$ cat config.mk
export PLATFORM = sky130hd
export DESIGN_NAME = chunked_addsub_unit
export DESIGN_NICKNAME = d
export VERILOG_FILES = /design/src/rtl/arith_pkg.sv /design/src/rtl/chunked_addsub_unit_chunk_adder.sv /design/src/rtl/chunked_addsub_unit.sv
export SDC_FILE = /design/constraint.sdc
export NUM_CORES = 1
export LEC_CHECK = 0
export ABC_AREA = 1
export CAP_MARGIN = 10
export CORE_MARGIN = 4
export CORE_UTILIZATION = 35
export CTS_BUF_LIST = sky130_fd_sc_hd__clkbuf_4 sky130_fd_sc_hd__clkbuf_8 sky130_fd_sc_hd__clkbuf_16
export DETAILED_ROUTE_END_ITERATION = 10
export HOLD_SLACK_MARGIN = 0.03
export PLACE_DENSITY = 0.64
export SLEW_MARGIN = 15
export SYNTH_ARGS = -nofsm -noshare
export SYNTH_HDL_FRONTEND = slang
export SYNTH_SLANG_ARGS = --single-unit
$ cat constraint.sdc
create_clock -name clk -period 9.35 [get_ports clk]
set_input_delay 1.87 -clock clk [delete_from_list [all_inputs] [get_ports clk]]
set_output_delay 1.87 -clock clk [all_outputs]
set_load 0.05 [all_outputs]
$ cat src/rtl/arith_pkg.sv
// Shared constants for the chunked add/subtract unit: operation modes and FSM states.
package arith_pkg;

  localparam logic [1:0] MODE_ADD  = 2'b00;
  localparam logic [1:0] MODE_SUB  = 2'b01;
  localparam logic [1:0] MODE_CMP  = 2'b10;
  localparam logic [1:0] MODE_RSUB = 2'b11;

  typedef enum logic [1:0] {
    ST_IDLE,
    ST_BUSY,
    ST_DONE
  } state_t;

endpackage

$ cat src/rtl/chunked_addsub_unit_chunk_adder.sv
// Combinational CHUNK-bit adder slice with carry out and carry into the top bit.
module chunk_adder #(
  parameter int unsigned CHUNK = 4
) (
  input  logic [CHUNK-1:0] a,
  input  logic [CHUNK-1:0] b,
  input  logic             cin,
  output logic [CHUNK-1:0] sum,
  output logic             cout,
  output logic             c_msb
);

  always_comb begin
    {cout, sum} = {1'b0, a} + {1'b0, b} + {{CHUNK{1'b0}}, cin};
    // carry into the top bit recovered from the top-bit sum equation
    c_msb       = a[CHUNK-1] ^ b[CHUNK-1] ^ sum[CHUNK-1];
  end

endmodule

$ cat src/rtl/chunked_addsub_unit.sv
// Multi-cycle add/sub/compare unit: CHUNK bits per cycle, carry rippled across cycles,
// with a parallel A-B slice path so Eq/Lt always describe A-B.
module chunked_addsub_unit
  import arith_pkg::*;
#(
  parameter int unsigned WIDTH  = 16,
  parameter int unsigned CHUNK  = 4,
  parameter bit          SIGNED = 1'b0
) (
  input  logic             clk,
  input  logic             rst,
  input  logic             in_valid,
  output logic             in_ready,
  input  logic [WIDTH-1:0] A,
  input  logic [WIDTH-1:0] B,
  input  logic [1:0]       MODE,
  output logic             out_valid,
  input  logic             out_ready,
  output logic [WIDTH-1:0] Result,
  output logic             Cout,
  output logic             Ovf,
  output logic             Zero,
  output logic             Neg,
  output logic             Eq,
  output logic             Lt
);

  localparam int unsigned NCHUNK = WIDTH / CHUNK;
  localparam int unsigned KW     = $clog2(NCHUNK) + 1;
  localparam logic [KW-1:0] K_LAST = KW'(NCHUNK - 1);

  generate
    if (WIDTH % CHUNK != 0) begin : g_bad_chunk
      $error("chunked_addsub_unit: WIDTH must be a multiple of CHUNK");
    end
  endgenerate

  state_t           state, state_next;
  logic [KW-1:0]    k;
  logic [1:0]       mode_q;
  logic [WIDTH-1:0] op_a, op_b, cmp_a, cmp_b, res_sr, res_next;
  logic             carry, cmp_carry, diff_nz, last;

  logic [CHUNK-1:0] m_sum, c_sum;
  logic             m_cout, m_cmsb, c_cout, c_cmsb;

  chunk_adder #(.CHUNK(CHUNK)) u_main (
    .a(op_a[CHUNK-1:0]), .b(op_b[CHUNK-1:0]), .cin(carry),
    .sum(m_sum), .cout(m_cout), .c_msb(m_cmsb)
  );

  chunk_adder #(.CHUNK(CHUNK)) u_cmp (
    .a(cmp_a[CHUNK-1:0]), .b(cmp_b[CHUNK-1:0]), .cin(cmp_carry),
    .sum(c_sum), .cout(c_cout), .c_msb(c_cmsb)
  );

  generate
    if (CHUNK == WIDTH) begin : g_single
      assign res_next = m_sum;
    end else begin : g_multi
      assign res_next = {m_sum, res_sr[WIDTH-1:CHUNK]};
    end
  endgenerate

  assign last      = (k == K_LAST);
  assign in_ready  = (state == ST_IDLE);
  assign out_valid = (state == ST_DONE);
  assign Result    = res_sr;

  always_ff @(posedge clk or posedge rst) begin
    if (rst) state <= ST_IDLE;
    else     state <= state_next;
  end

  always_comb begin
    state_next = state;
    unique case (state)
      ST_IDLE: if (in_valid)  state_next = ST_BUSY;
      ST_BUSY: if (last)      state_next = ST_DONE;
      ST_DONE: if (out_ready) state_next = ST_IDLE;
      default:                state_next = ST_IDLE;
    endcase
  end

  always_ff @(posedge clk or posedge rst) begin
    if (rst) begin
      k         <= '0;
      mode_q    <= MODE_ADD;
      op_a      <= '0;
      op_b      <= '0;
      cmp_a     <= '0;
      cmp_b     <= '0;
      res_sr    <= '0;
      carry     <= 1'b0;
      cmp_carry <= 1'b0;
      diff_nz   <= 1'b0;
      Cout      <= 1'b0;
      Ovf       <= 1'b0;
      Zero      <= 1'b0;
      Neg       <= 1'b0;
      Eq        <= 1'b0;
      Lt        <= 1'b0;
    end else begin
      unique case (state)
        ST_IDLE: begin
          if (in_valid) begin
            mode_q    <= MODE;
            k         <= '0;
            cmp_a     <= A;
            cmp_b     <= ~B;
            cmp_carry <= 1'b1;
            diff_nz   <= 1'b0;
            unique case (MODE)
              MODE_ADD:  begin op_a <= A; op_b <= B;  carry <= 1'b0; end
              MODE_RSUB: begin op_a <= B; op_b <= ~A; carry <= 1'b1; end
              default:   begin op_a <= A; op_b <= ~B; carry <= 1'b1; end
            endcase
          end
        end
        ST_BUSY: begin
          op_a      <= op_a >> CHUNK;
          op_b      <= op_b >> CHUNK;
          cmp_a     <= cmp_a >> CHUNK;
          cmp_b     <= cmp_b >> CHUNK;
          carry     <= m_cout;
          cmp_carry <= c_cout;
          diff_nz   <= diff_nz | (|c_sum);
          k         <= k + 1'b1;
          res_sr    <= res_next;
          // final slice: the carries on the wires now belong to the MSB slice
          if (last) begin
            if (mode_q == MODE_CMP) res_sr <= '0;
            Cout <= (mode_q == MODE_ADD) ? m_cout : ~m_cout;
            Ovf  <= m_cmsb ^ m_cout;
            Zero <= (res_next == '0);
            Neg  <= res_next[WIDTH-1];
            Eq   <= ~(diff_nz | (|c_sum));
            Lt   <= SIGNED ? (c_sum[CHUNK-1] ^ c_cmsb ^ c_cout) : ~c_cout;
          end
        end
        default: ;
      endcase
    end
  end

endmodule

After elaboration in Yosys (flattened, before gate mapping)

Cells that the tools add are included.

Memories: 0
Output and inout port bits: 24
Memory bits (read-only): 0
RAM bits: 0
Bits in registers: 96
Latch bits: 0

Eq/ne operators: 8
Bitwise logic cells: 9
Div/mod/pow operators: 0
Reductions and logical operators: 10
Order comparisons: 0
Multiplexer cells: 26
Add/subtract/negate cells: 5
$mul: 0
Shifts and indexed selects: 0

Operators with widths:

| cell                | number |
|---|---|
| $pmux 16 s2         | 5 |
| $mux 16             | 7 |
| $not 16->16         | 2 |
| $logic_not 16->1    | 1 |
| $add 4x4->5         | 2 |
| $add 5x1->5         | 2 |
| $eq 2x2->1 const B  | 3 |
| $logic_not 2->1     | 3 |
| $mux 2              | 3 |
| $pmux 1 s2          | 3 |
| $pmux 2 s3          | 1 |
| $pmux 3 s2          | 1 |
| $reduce_and 2->1    | 3 |
| $mux 1              | 5 |
| $ne 2x2->1 const B  | 2 |
| $reduce_or 4->1     | 1 |
| $add 3x1->3 const B | 1 |
| $eq 3x2->1 const B  | 1 |
| $mux 3              | 1 |
| $not 1->1           | 3 |
| $reduce_and 3->1    | 1 |
| $xor 1x1->1         | 3 |
| $eq 2x1->1 const B  | 1 |
| $ne 2x1->1 const B  | 1 |
| 2 further kinds     | 2 |

Depth between registers and ports, before layout

Gate-level depths: netlist of the first run.

Depth after elaboration: 5
Gate-level depth with buffers: 9

Cells and area by module

Synthesis of the first run repeated with hierarchy kept, for this count alone.

Cell total of the unflattened synthesis: 682
Area total of the unflattened synthesis: 5131.2 sq um

By module, submodules not included:

| module              | sequential area each (sq um) | cells each | area an instance (sq um) | times used |
|---|---|---|---|---|
| chunked_addsub_unit | 2402.3                       | 630        | 4793.3                   | 1 |
| chunk_adder         | 0.0                          | 26         | 168.9                    | 2 |

Worst setup path before layout of the first run

OpenSTA, ideal clock, no wires.

Path type: reg2out
Start: register state[1]
End: output out_valid
Arrival time: 1.119 ns
Path slack: 6.361 ns
Stages on the path, launching flop included: 3
Buffers on the path: 0
Path through: dfrtp_1 inv_1 nor2_1

Longest elaborated chain between the ends: 1

RTL lines:

| what                     | RTL line                  | source |
|---|---|---|
| start: declaration       | chunked_addsub_unit.sv:38 | `state_t state, state_next;` |
| start signal: assignment | chunked_addsub_unit.sv:72 | `else state <= state_next;` |
| $eq 2x2->1               | chunked_addsub_unit.sv:67 | `assign out_valid = (state == ST_DONE);` |
| end: declaration         | chunked_addsub_unit.sv:17 | `output logic out_valid,` |

Every way passes these cells.

Final worst setup path of the first run

Start: input MODE[0]
End: register op_b[1]

Longest elaborated chain between the ends: 4
Elaborated cells on any way between the ends: 5

RTL lines:

| what                                          | RTL line                   | source |
|---|---|---|
| start: declaration                            | chunked_addsub_unit.sv:16  | `input logic [1:0] MODE,` |
| $eq 2x2->1 or $logic_not 2->1 (tied branches) | chunked_addsub_unit.sv:113 | `unique case (MODE)` |
| $pmux 16 s2 *                                 | chunked_addsub_unit.sv:113 |  |
| $mux 16 *                                     | chunked_addsub_unit.sv:106 | `if (in_valid) begin` |
| $pmux 16 s2 *                                 | chunked_addsub_unit.sv:104 | `unique case (state)` |
| end signal: assignment                        | chunked_addsub_unit.sv:122 | `op_b <= op_b >> CHUNK;` |
| end: declaration                              | chunked_addsub_unit.sv:41  | `logic [WIDTH-1:0] op_a, op_b, cmp_a, cmp_b, res_sr, res_next;` |

Every way passes the cells marked *; elsewhere a longest branch is shown, timed or not. The select of a mux whose other input is x is not followed.
A chain may end at the register's enable or synchronous reset.

==> impl_results.md, run 1 <==
- Crit Path Category: input port to flop
- Clk_lat worst skew: 0.34 ns
- Die footprint: about 16000 µm²
- Final GP Congestion: between 0.8 and 0.9
- Syn avg cell area: about 8.7 µm²
- Cell Chain, Critical Path: clkdlybuf4s50_1 -> ha_1 -> clkinv_1 -> o21ai_0 -> o21ai_0 -> nand3_1
- Worst path arrival time: roughly 4.5 ns
- Worst-path clk slew: around 0.07 ns
- Worst hold path class: flop to flop
- Crit path max fanout: 40
- Antenna fix cells: 0
- Peak VDD IR: around 0.13 mV
- Port bufs: 61
- Reg2Reg Setup Slack: about 7.4 ns
- Reg2reg end: Cout$_DFFE_PP0P_
- GRT Total Usage: approximately 16%
- Core area: roughly 13000 µm²
- Vias in the first global route: approximately 4.0k
- Max Slew Vio Count: 0
- MaxCap Viol Count: 0
- Initial DRC count: ~260
- Filler cells: 1360
- Drt drc: 0
- Crit path top cell by count: o21ai_0
- PostCTS Resize Cnt: 0
- Hold-fix buffers at CTS: 0
- Largest net degree at the start of global routing: 63
- Drt first pass iters: 5
- Worst Hold End: Lt$_DFFE_PP0P_
- Starting Density: 35.9%
- First-pass GRT wire length: 20.2 mm
- Tot Pwr: 2080 µW
- Setup Slack @ Placement: 5.20 ns
- Hold path depth: 2
- Routed Antenna Nets: 0
- Rows: 42
- Clock Tree Buf Depth: 2
- Layout cells sized above 1: roughly 6.0%
- Worst reg-to-reg path cell count: 8
- Reg2reg start: op_b[0]$_DFFE_PP0P_
- Post-DP HPWL: ~7.9 mm
- Top Family by Delay on Critical Path: buffers and inverters
- Setup TNS: 0 ns
- Routed WL: around 12 mm
- Syn nets: a little over 600
- Setup slack after layout: around 5.2 ns
- Area growth from synthesis to final layout: 19.1%
- Actual slew at the worst max-slew pin: 1.04 ns
- CTS tree: built
- Synth cell types: 32
- Final-report hold violation count: 0
- CP max stage cell: clkinv_1
- Post-synthesis register bit count: 96
- Maximum level of the CTS H-tree: 3
- GR Overflow Total: 0
- Startpoint types: input port
- Syn Std Cell Area: about 4800 µm²
- Final Net Count: 647
- Slew headroom: just over 30%
- Num CTS Buffers: 9
- Min-delay src: Lt$_DFFE_PP0P_
- Unrepaired setup endpoints after global routing: false
- Status: finished clean
- Number of vias per cell: slightly above 5
- Synth warn: 0
- Routed via count: 3936
- Initial antenna violation count: 0
- Critical path buffers and inverters: 2
- Crit end category: flop
- Data required, critical path: between 9 and 10 ns
- Final Cycle Share: about 45%
- Gate Count Post-Synth: 552
- WL per Instance: around 15 µm
- FMAX: 0.239 GHz
- Sequential area share after synthesis: between 50% and 60%
- Util after Layout: 42.8%
- # Post-CTS Setup Buffers: 0
- Final Skew: about 0.0048 ns
- P_leak: ~0.0026 µW
- Cell Pwr Density: approximately 360 nW/µm²
- Root Driver: clkbuf_16
- Die Span Y: between 100 and 150 µm
- Top Ports: just over 60
- Crit path largest cell delay: just over 0.9 ns
- Final number of setup-violating endpoints: 0
- Clk sinks: 96
- Tmin final: approximately 4.2 ns
- Die Span X: ~130 µm
## routing by layer
layer  wire length (µm)  vias up  GRT usage, %  part of all wire, %
met5                  0        -             0                    0
met4                 80        0          3.64                 0.67
met3                625        7          3.67                  5.2
met2               5730       98          24.8                   48
met1               5560     1894          22.0                   46
li1                   -     1937             -                    -
## how the worst max path moves through the flow
| stage | from | to | slack, ns | cells after the start |
|---|---|---|---|---|
| 4_1_cts | MODE[0] | op_b[1]$_DFFE_PP0P_ | 5.52 | 6 |
| 3_5_place_dp | MODE[0] | op_b[0]$_DFFE_PP0P_ | 5.20 | 6 |
| 6_report | MODE[0] | op_b[1]$_DFFE_PP0P_ | 5.17 | 6 |
| 3_3_place_gp | MODE[0] | op_b[10]$_DFFE_PP0P_ | 5.30 | 6 |
| 5_1_grt | MODE[1] | op_b[1]$_DFFE_PP0P_ | 4.94 | 6 |
| 2_1_floorplan | rst | Cout$_DFFE_PP0P_ | 4.97 | 1 |
## layout by cell type, fill, tap and decap left out, types with 2 or more instances in the layout
cell type / instances
or2_2: 8
o21ai_0: 45
o22ai_1: 15
a21oi_1: 25
clkinv_2: 4
inv_6: 2
nor2_4: 2
inv_1: 38
clkdlybuf4s50_1: 61
a22oi_1: 8
o211ai_1: 33
clkbuf_16: 9
dfrtp_1: 96
nand2_1: 165
nand4_1: 3
ha_1: 10
fa_1: 4
nor2_1: 17
nand3_1: 29
inv_2: 2
o21ai_1: 8
nand2_8: 2
## logic make-up after synthesis
| kind of cell | count (synthesis) | share of synthesized area (%) |
|---|---|---|
| flip-flops | 96 | 50.1 |
| AND/OR/NAND/NOR | 230 | 20.7 |
| AO/OA/AOI/OAI | 137 | 17.0 |
| XOR/XNOR | 1 | 0.183 |
| buffers and inverters | 74 | 7.75 |
| adder cells (fa/ha/maj) | 14 | 4.28 |
## Yosys cell counts
cell      number  area [µm²]
nand2_8        2        40.0
inv_6          1        8.76
o21ai_0       45         225
a22oi_1        8        60.1
o31ai_1        1        7.51
clkbuf_1       8        30.0
o22ai_1       15        93.8
buf_6          9         101
fa_1           4        80.1
nand2_1      165         619
buf_4          1        7.51
or2_2          8        50.1
xor2_1         1        8.76
buf_2         12        60.1
nand3b_1       1        7.51
and2_1         1        6.26
nand2_4        1        11.3
o211ai_1      33         248
inv_1         40         150
inv_4          1        6.26
o221ai_1       1        8.76
nand3_1       29         145
nor2_1        17        63.8
inv_2          2        7.51
nand2_2        1        6.26
dfrtp_1       96        2400
nand4_1        3        18.8
a22o_1         1        8.76
a21oi_1       25         125
o21ai_1        8        40.0
ha_1          10         125
nor2_4         2        22.5
## power breakdown
group	switching [µW]	internal (µW)	total [µW]
Combinational	672	341	1010
Clock	158	190	349
Sequential	116	606	723
Total	946	1140	2080
## tightest hold or removal path, delay by kind of cell, from the launching register on
family,cells,cell delay (ns)
AOI/OAI and AO/OA,1,0.06
DFF,1,0.34
and+or+nand+nor,1,0.05
## through the flow
| stage | hold WS, ns | cell area (µm²) | std cells |
|---|---|---|---|
| final | 0.482 | 5710 | 776 |
| after global routing | 0.507 | 5710 | 776 |
| after CTS | 0.483 | 5710 | 776 |
| after detailed placement | 0.468 | 5440 | 760 |
| after global placement | 0.465 | 5440 | 760 |
| after floorplan | 0.449 | 4800 | 552 |
## registers in the layout, indices dropped and copies added, names as in the netlist
register	count
state	2
op_a	16
Lt	1
mode_q	2
Eq	1
k	3
op_b	16
cmp_a	16
Cout	1
carry	1
Neg	1
cmp_b	16
Result	16
Zero	1
cmp_carry	1
diff_nz	1
Ovf	1
## area by class of cell
class	instances	area [µm²]	area share, %
Sequential cell	96	2400	42.0
Multi-Input combinational cell	382	2020	35.4
Timing Repair Buffer	62	618	10.8
Clock buffer	11	246	4.31
Tap cell	176	220	3.85
Inverter	44	174	3.04
Clock inverter	5	31.3	0.547
No activity file was read; power rests on OpenSTA's default activity.
==> run 2, diff against run 1 <==
--- a/config.mk
+++ b/config.mk
@@ -12,7 +12,7 @@
 export CTS_BUF_LIST = sky130_fd_sc_hd__clkbuf_4 sky130_fd_sc_hd__clkbuf_8 sky130_fd_sc_hd__clkbuf_16
 export DETAILED_ROUTE_END_ITERATION = 10
 export HOLD_SLACK_MARGIN = 0.03
-export PLACE_DENSITY = 0.64
+export PLACE_DENSITY = 0.66
 export SLEW_MARGIN = 15
 export SYNTH_ARGS = -nofsm -noshare
 export SYNTH_HDL_FRONTEND = slang
==> constraint.sdc (replaced) <==
create_clock -name clk -period 3.4 [get_ports clk]
set_input_delay 0.68 -clock clk [delete_from_list [all_inputs] [get_ports clk]]
set_output_delay 0.68 -clock clk [all_outputs]
set_load 0.05 [all_outputs]
==> run 2 against run 1 <==
  * Utilization increased by 0.53 points
  * Global-route usage is 0.20 points higher
  * Combinational power rose to 2.8 times the previous value
  * Worst hold slack lost 0.00088 ns
  * Sequential power rose to 2.8 times the previous value
  * Cell count is 0.52% higher
  * Clock-buffer cell count is 1 lower
  * Critical endpoint is now in_ready
  * Highest routed layer unchanged
==> impl_results.md, run 2 (synthesis results as in run 1) <==
- Status: finished clean
- Critical path buffers and inverters: 1
- # Post-CTS Setup Buffers: 0
- Hold-fix buffers at CTS: 0
- Die Span X: around 130 µm
- Final number of setup-violating endpoints: 0
- Final Cycle Share: about three quarters
- Multi-input logic area: approximately 2000 µm²
- Core area: between 10000 and 15000 µm²
- Clock Tree Buf Depth: 2
- Routed WL: about 12 mm
- Most frequent cells in the layout: nand2_1 (165), dfrtp_1 (96), clkdlybuf4s50_1 (61)
- Number of vias per cell: just over 5
- Starting Density: 35.9%
- Setup TNS: 0 ns
- Reg2Reg Setup Slack: between 1 and 1.5 ns
- Startpoint types: flop
- Actual slew at the worst max-slew pin: ~1 ns
- Worst setup endpoint: in_ready
- Slew headroom: 31.9%
- Placed cell area: around 5500 µm²
- Top Family by Delay on Critical Path: buffers and inverters
- Vias in the first global route: roughly 4.2k
- Max Slew Vio Count: 0
- Worst path arrival time: 1.80 ns
- Crit end category: output port
- Num CTS Buffers: 9
- MaxCap Viol Count: 0
- Setup slack after layout: just over 0.9 ns
- Worst path depth: 2
- Worst Setup SP: state[0]$_DFFE_PP0P_
- Setup Slack @ Placement: around 0.71 ns
- Final Skew: 0.00736 ns
- Clk sinks: 96
- Design Area, Final: a little under 6000 µm²
- Initial antenna violation count: 0
- Largest net degree at the start of global routing: 63
- Area growth from synthesis to final layout: 20.6%
- CP max stage cell: clkdlybuf4s50_1
- Die footprint: approximately 16000 µm²
- Filler cells: ~1.3k
- Layout cells sized above 1: ~6.6%
- Tmin final: ~2.5 ns
- Antenna fix cells: 0
- Die Span Y: around 130 µm
- Crit Path Category: flop to output port
- Cell Chain, Critical Path: nor2_4 -> clkdlybuf4s50_1
- Top Ports: slightly above 60
- WL per Instance: approximately 16 µm
- Highest Signal Layer: met4
- Drt first pass iters: 7
- First-pass GRT wire length: slightly above 20 mm
- Routed Antenna Nets: 0
- Routed via count: about 4k
- FF+latch area: roughly 2400 µm²
- Util after Layout: 43.3%
- CTS tree: built
- Drt drc: 0
- Crit path max fanout: 4
- Reg2reg start: cmp_a[0]$_DFFE_PP0P_
- Met3 routed WL: 567 µm
- Initial DRC count: ~260
- Peak VDD IR: roughly 0.37 mV
- Data required, critical path: around 2.7 ns
- Cell Pwr Density: between 1000 and 1500 nW/µm²
- Reg2reg end: diff_nz$_DFFE_PP0P_
- Root Driver: clkbuf_16
- Clk_lat worst skew: about 0.35 ns
- Worst-path clk slew: around 0.06 ns
- Final Net Count: ~650
- PostCTS Resize Cnt: 0
- FMAX: ~0.40 GHz
- GRT Total Usage: between 10% and 20%
- Unrepaired setup endpoints after global routing: false
- Worst hold slack: between 0.4 and 0.5 ns
- Crit path largest cell delay: approximately 0.83 ns
- Worst reg-to-reg path cell count: 8
- GR Overflow Total: 0
- Met2 routed WL: 5.62 mm
- Commonest non-fill, non-tap cell in the layout: nand2_1
- Port bufs: 61
- Rows: 42
- Worst hold path class: flop to flop
- Maximum level of the CTS H-tree: 3
- Post-DP HPWL: approximately 8.1 mm
- Final GP Congestion: roughly 0.86
- Final-report hold violation count: 0
- Post-Route M1 WL: roughly 5.7 mm
- P_leak: approximately 0.0026 µW
-- run 2: cell count changes in the layout (fill, tap and decap cells not counted), sizes merged --
cell	change
clkinvlp	+1
buf	+4
inv	+1
clkbuf	-1
clkinv	-2
bufinv	+1
-- run 2: per-stage QoR --
stage               cells  power (µW)
finish                780        5820
global route          780        6250
CTS                   780        5860
detailed placement    764        4810
global placement      764        4710
floorplan             552        4140
-- run 2: worst min-delay path by stage --
stage	startpoint	endpoint	slack [ns]	depth (start not counted)
6_report	k[0]$_DFFE_PP0P_	k[0]$_DFFE_PP0P_	0.48	1
2_1_floorplan	diff_nz$_DFFE_PP0P_	diff_nz$_DFFE_PP0P_	0.45	2
5_1_grt	Neg$_DFFE_PP0P_	Neg$_DFFE_PP0P_	0.51	2
3_5_place_dp	op_b[13]$_DFFE_PP0P_	op_b[13]$_DFFE_PP0P_	0.47	2
3_3_place_gp	k[0]$_DFFE_PP0P_	k[0]$_DFFE_PP0P_	0.47	1
4_1_cts	k[0]$_DFFE_PP0P_	k[0]$_DFFE_PP0P_	0.48	1
-- run 2: where the power goes --
| part | internal, µW | switching, µW |
|---|---|---|
| sequential | 1670 | 336 |
| combinational | 943 | 1840 |
| clock | 592 | 435 |
| total | 3200 | 2620 |
-- run 2: layer usage --
metal	vias to the layer above	track usage, %
met5	-	0
met4	0	5.17
met3	15	3.37
met2	109	26.1
met1	1980	21.0
li1	1941	-
-- run 2: cell type report --
cell class | count | area share (%)
timing repair buffer | 66 | 11.4
multi-input combinational | 382 | 34.9
clock inverter | 6 | 1.17
inverter | 44 | 3.01
clock buffer | 10 | 4.13
sequential | 96 | 41.5
tap | 176 | 3.81
==> run 3, diff against run 2 <==
--- a/config.mk
+++ b/config.mk
@@ -12,7 +12,7 @@
 export CTS_BUF_LIST = sky130_fd_sc_hd__clkbuf_4 sky130_fd_sc_hd__clkbuf_8 sky130_fd_sc_hd__clkbuf_16
 export DETAILED_ROUTE_END_ITERATION = 10
 export HOLD_SLACK_MARGIN = 0.03
-export PLACE_DENSITY = 0.66
+export PLACE_DENSITY = 0.64
 export SLEW_MARGIN = 15
 export SYNTH_ARGS = -nofsm -noshare
 export SYNTH_HDL_FRONTEND = slang
==> constraint.sdc (replaced) <==
create_clock -name clk -period 2.6 [get_ports clk]
set_input_delay 0.52 -clock clk [delete_from_list [all_inputs] [get_ports clk]]
set_output_delay 0.52 -clock clk [all_outputs]
set_load 0.05 [all_outputs]
==> run 3 against run 2 <==
  * Critical path depth unchanged
  * Total power increased by 30%
  * Sequential power increased by 30%
  * Via count decreased by 1.7%
  * Clock power increased by 22%
  * Cell area decreased by 0.11%
  * Worst hold slack improved by 0.0032 ns
  * Global-route usage decreased by 0.34 points
  * Cell count increased by 0.26%
  * Clock-buffer cell count increased by 2
  * First-iteration DRC count increased by 19%
  * Critical endpoint unchanged
  * Highest routed layer unchanged
==> impl_results.md, run 3 (synthesis results as in run 1) <==
- Status: finished clean
- Initial antenna violation count: 0
- Crit Path Category: flop to output port
- Setup TNS: 0 ns
- Worst-path clk slew: 0.07 ns
- Root Driver: clkbuf_16
- Worst reg-to-reg path cell count: 8
- GR Overflow Total: 0
- Maximum level of the CTS H-tree: 3
- FMAX: between 0.4 and 0.5 GHz
- Routed Antenna Nets: 0
- Multi-input logic area: just over 2000 µm²
- Filler cells: 1345
- Final number of setup-violating endpoints: 0
- Data required, critical path: ~2.1 ns
- GRT Total Usage: between 15 and 20%
- Design Area, Final: between 5000 and 6000 µm²
- # Post-CTS Setup Buffers: 0
- Area growth from synthesis to final layout: 20.5%
- Placed cell area: 5500 µm²
- Unrepaired setup endpoints after global routing: false
- Cell Pwr Density: 1300 nW/µm²
- Peak VDD IR: approximately 0.55 mV
- Non-Filler Instances: 782
- Tmin final: 2.32 ns
- Crit path max fanout: 4
- Drt first pass iters: 5
- Number of vias per cell: 5.09
- Max Slew Vio Count: 0
- Final-report hold violation count: 0
- Slew headroom: roughly 45%
- Clk sinks: between 90 and 100
- Layout cells sized above 1: around 6.9%
- P_leak: approximately 0.0026 µW
- Core area: 13300 µm²
- Clock Tree Buf Depth: 2
- Largest net degree at the start of global routing: a little under 100
- WL per Instance: roughly 15 µm
- Dpl cells: 766
- Hold-fix buffers at CTS: 0
- Commonest non-fill, non-tap cell in the layout: nand2_1
- Routed via count: slightly below 4k
- Final Cycle Share: approximately nine tenths
- Post-DP HPWL: approximately 7.9 mm
- Top Ports: 62
- Most frequent cells in the layout: nand2_1 (165), dfrtp_1 (96), clkdlybuf4s50_1 (61)
- Antenna fix cells: 0
- Clk_lat worst skew: approximately 0.34 ns
- Die Span Y: between 100 and 150 µm
- MaxCap Viol Count: 0
- Starting Density: between 30% and 40%
- Worst hold path class: flop to flop
- CTS tree: built
- Die footprint: between 15000 and 20000 µm²
- Crit end category: output port
- Reg2Reg Setup Slack: about 0.63 ns
- First-pass GRT wire length: 19.9 mm
- Num CTS Buffers: 9
- Drt drc: 0
- Port bufs: 61
- Vias in the first global route: approximately 4.0k
- Rows: 42
- Startpoint types: flop
- Final Net Count: 653
- Initial DRC count: 305
- PostCTS Resize Cnt: 0
- Routed WL: 11.8 mm
- FF+latch area: 2400 µm²
- Die Span X: roughly 130 µm
- Actual slew at the worst max-slew pin: between 0.8 and 0.9 ns
- Final Skew: 0.00665 ns
- Hold path depth: 2
- Final GP Congestion: 0.833
- Worst path arrival time: 1.80 ns
run 3: changes by cell type in the layout (fill, tap and decap cells not counted):
cell	before	now
buf_4	4	6
clkinv_4	1	0
bufinv_16	1	0
clkinvlp_4	2	3
clkbuf_4	0	2
clkinv_2	2	1
run 3: layout make-up:
class | count | share of cell area (%)
sequential | 96 | 41.6
multi-input combinational | 382 | 35.0
timing repair buffer | 68 | 11.7
clock buffer | 12 | 4.39
tap | 176 | 3.81
inverter | 44 | 3.05
clock inverter | 4 | 0.498
run 3: critical path, cell delays in order, from the launching register on:
cell,delay (ns)
dfrtp_1,0.45
nor2_4,0.17
clkdlybuf4s50_1,0.83
run 3: path summary, 6_finish.rpt:
kind	startpoint	endpoint
max	state[0]$_DFFE_PP0P_	in_ready
min	Zero$_DFFE_PP0P_	Zero$_DFFE_PP0P_
max reg2reg	op_a[0]$_DFFE_PP0P_	Cout$_DFFE_PP0P_
min reg2reg	Zero$_DFFE_PP0P_	Zero$_DFFE_PP0P_
max in group asynchronous	rst	k[0]$_DFFE_PP0P_
min in group asynchronous	rst	op_b[13]$_DFFE_PP0P_
run 3: per-layer routing:
| layer | track usage, % | wire length (µm) | vias to the layer above |
|---|---|---|---|
| met1 | 22.4 | 5700 | 1912 |
| met5 | 0 | 0 | - |
| met2 | 23.2 | 5280 | 108 |
| met3 | 3.92 | 637 | 12 |
| li1 | - | - | 1946 |
| met4 | 4.59 | 136 | 0 |
run 3: stage by stage:
| stage | hold slack, ns | util (%) | setup WS, ns | power [µW] |
|---|---|---|---|---|
| 4_1_cts | 0.489 | 43.3 | 0.266 | 7590 |
| 2_1_floorplan | 0.449 | - | 0.795 | 5410 |
| 3_3_place_gp | 0.463 | 41.2 | 0.432 | 6200 |
| 3_5_place_dp | 0.472 | 41.2 | 0.391 | 6330 |
| 5_1_grt | 0.511 | 43.3 | 0.198 | 8160 |
| 6_report | 0.484 | 43.3 | 0.279 | 7540 |
run 3: report_power, final:
group          switching (µW)  internal (µW)
combinational            2410           1260
clock                     565            698
sequential                422           2180
total                    3400           4140
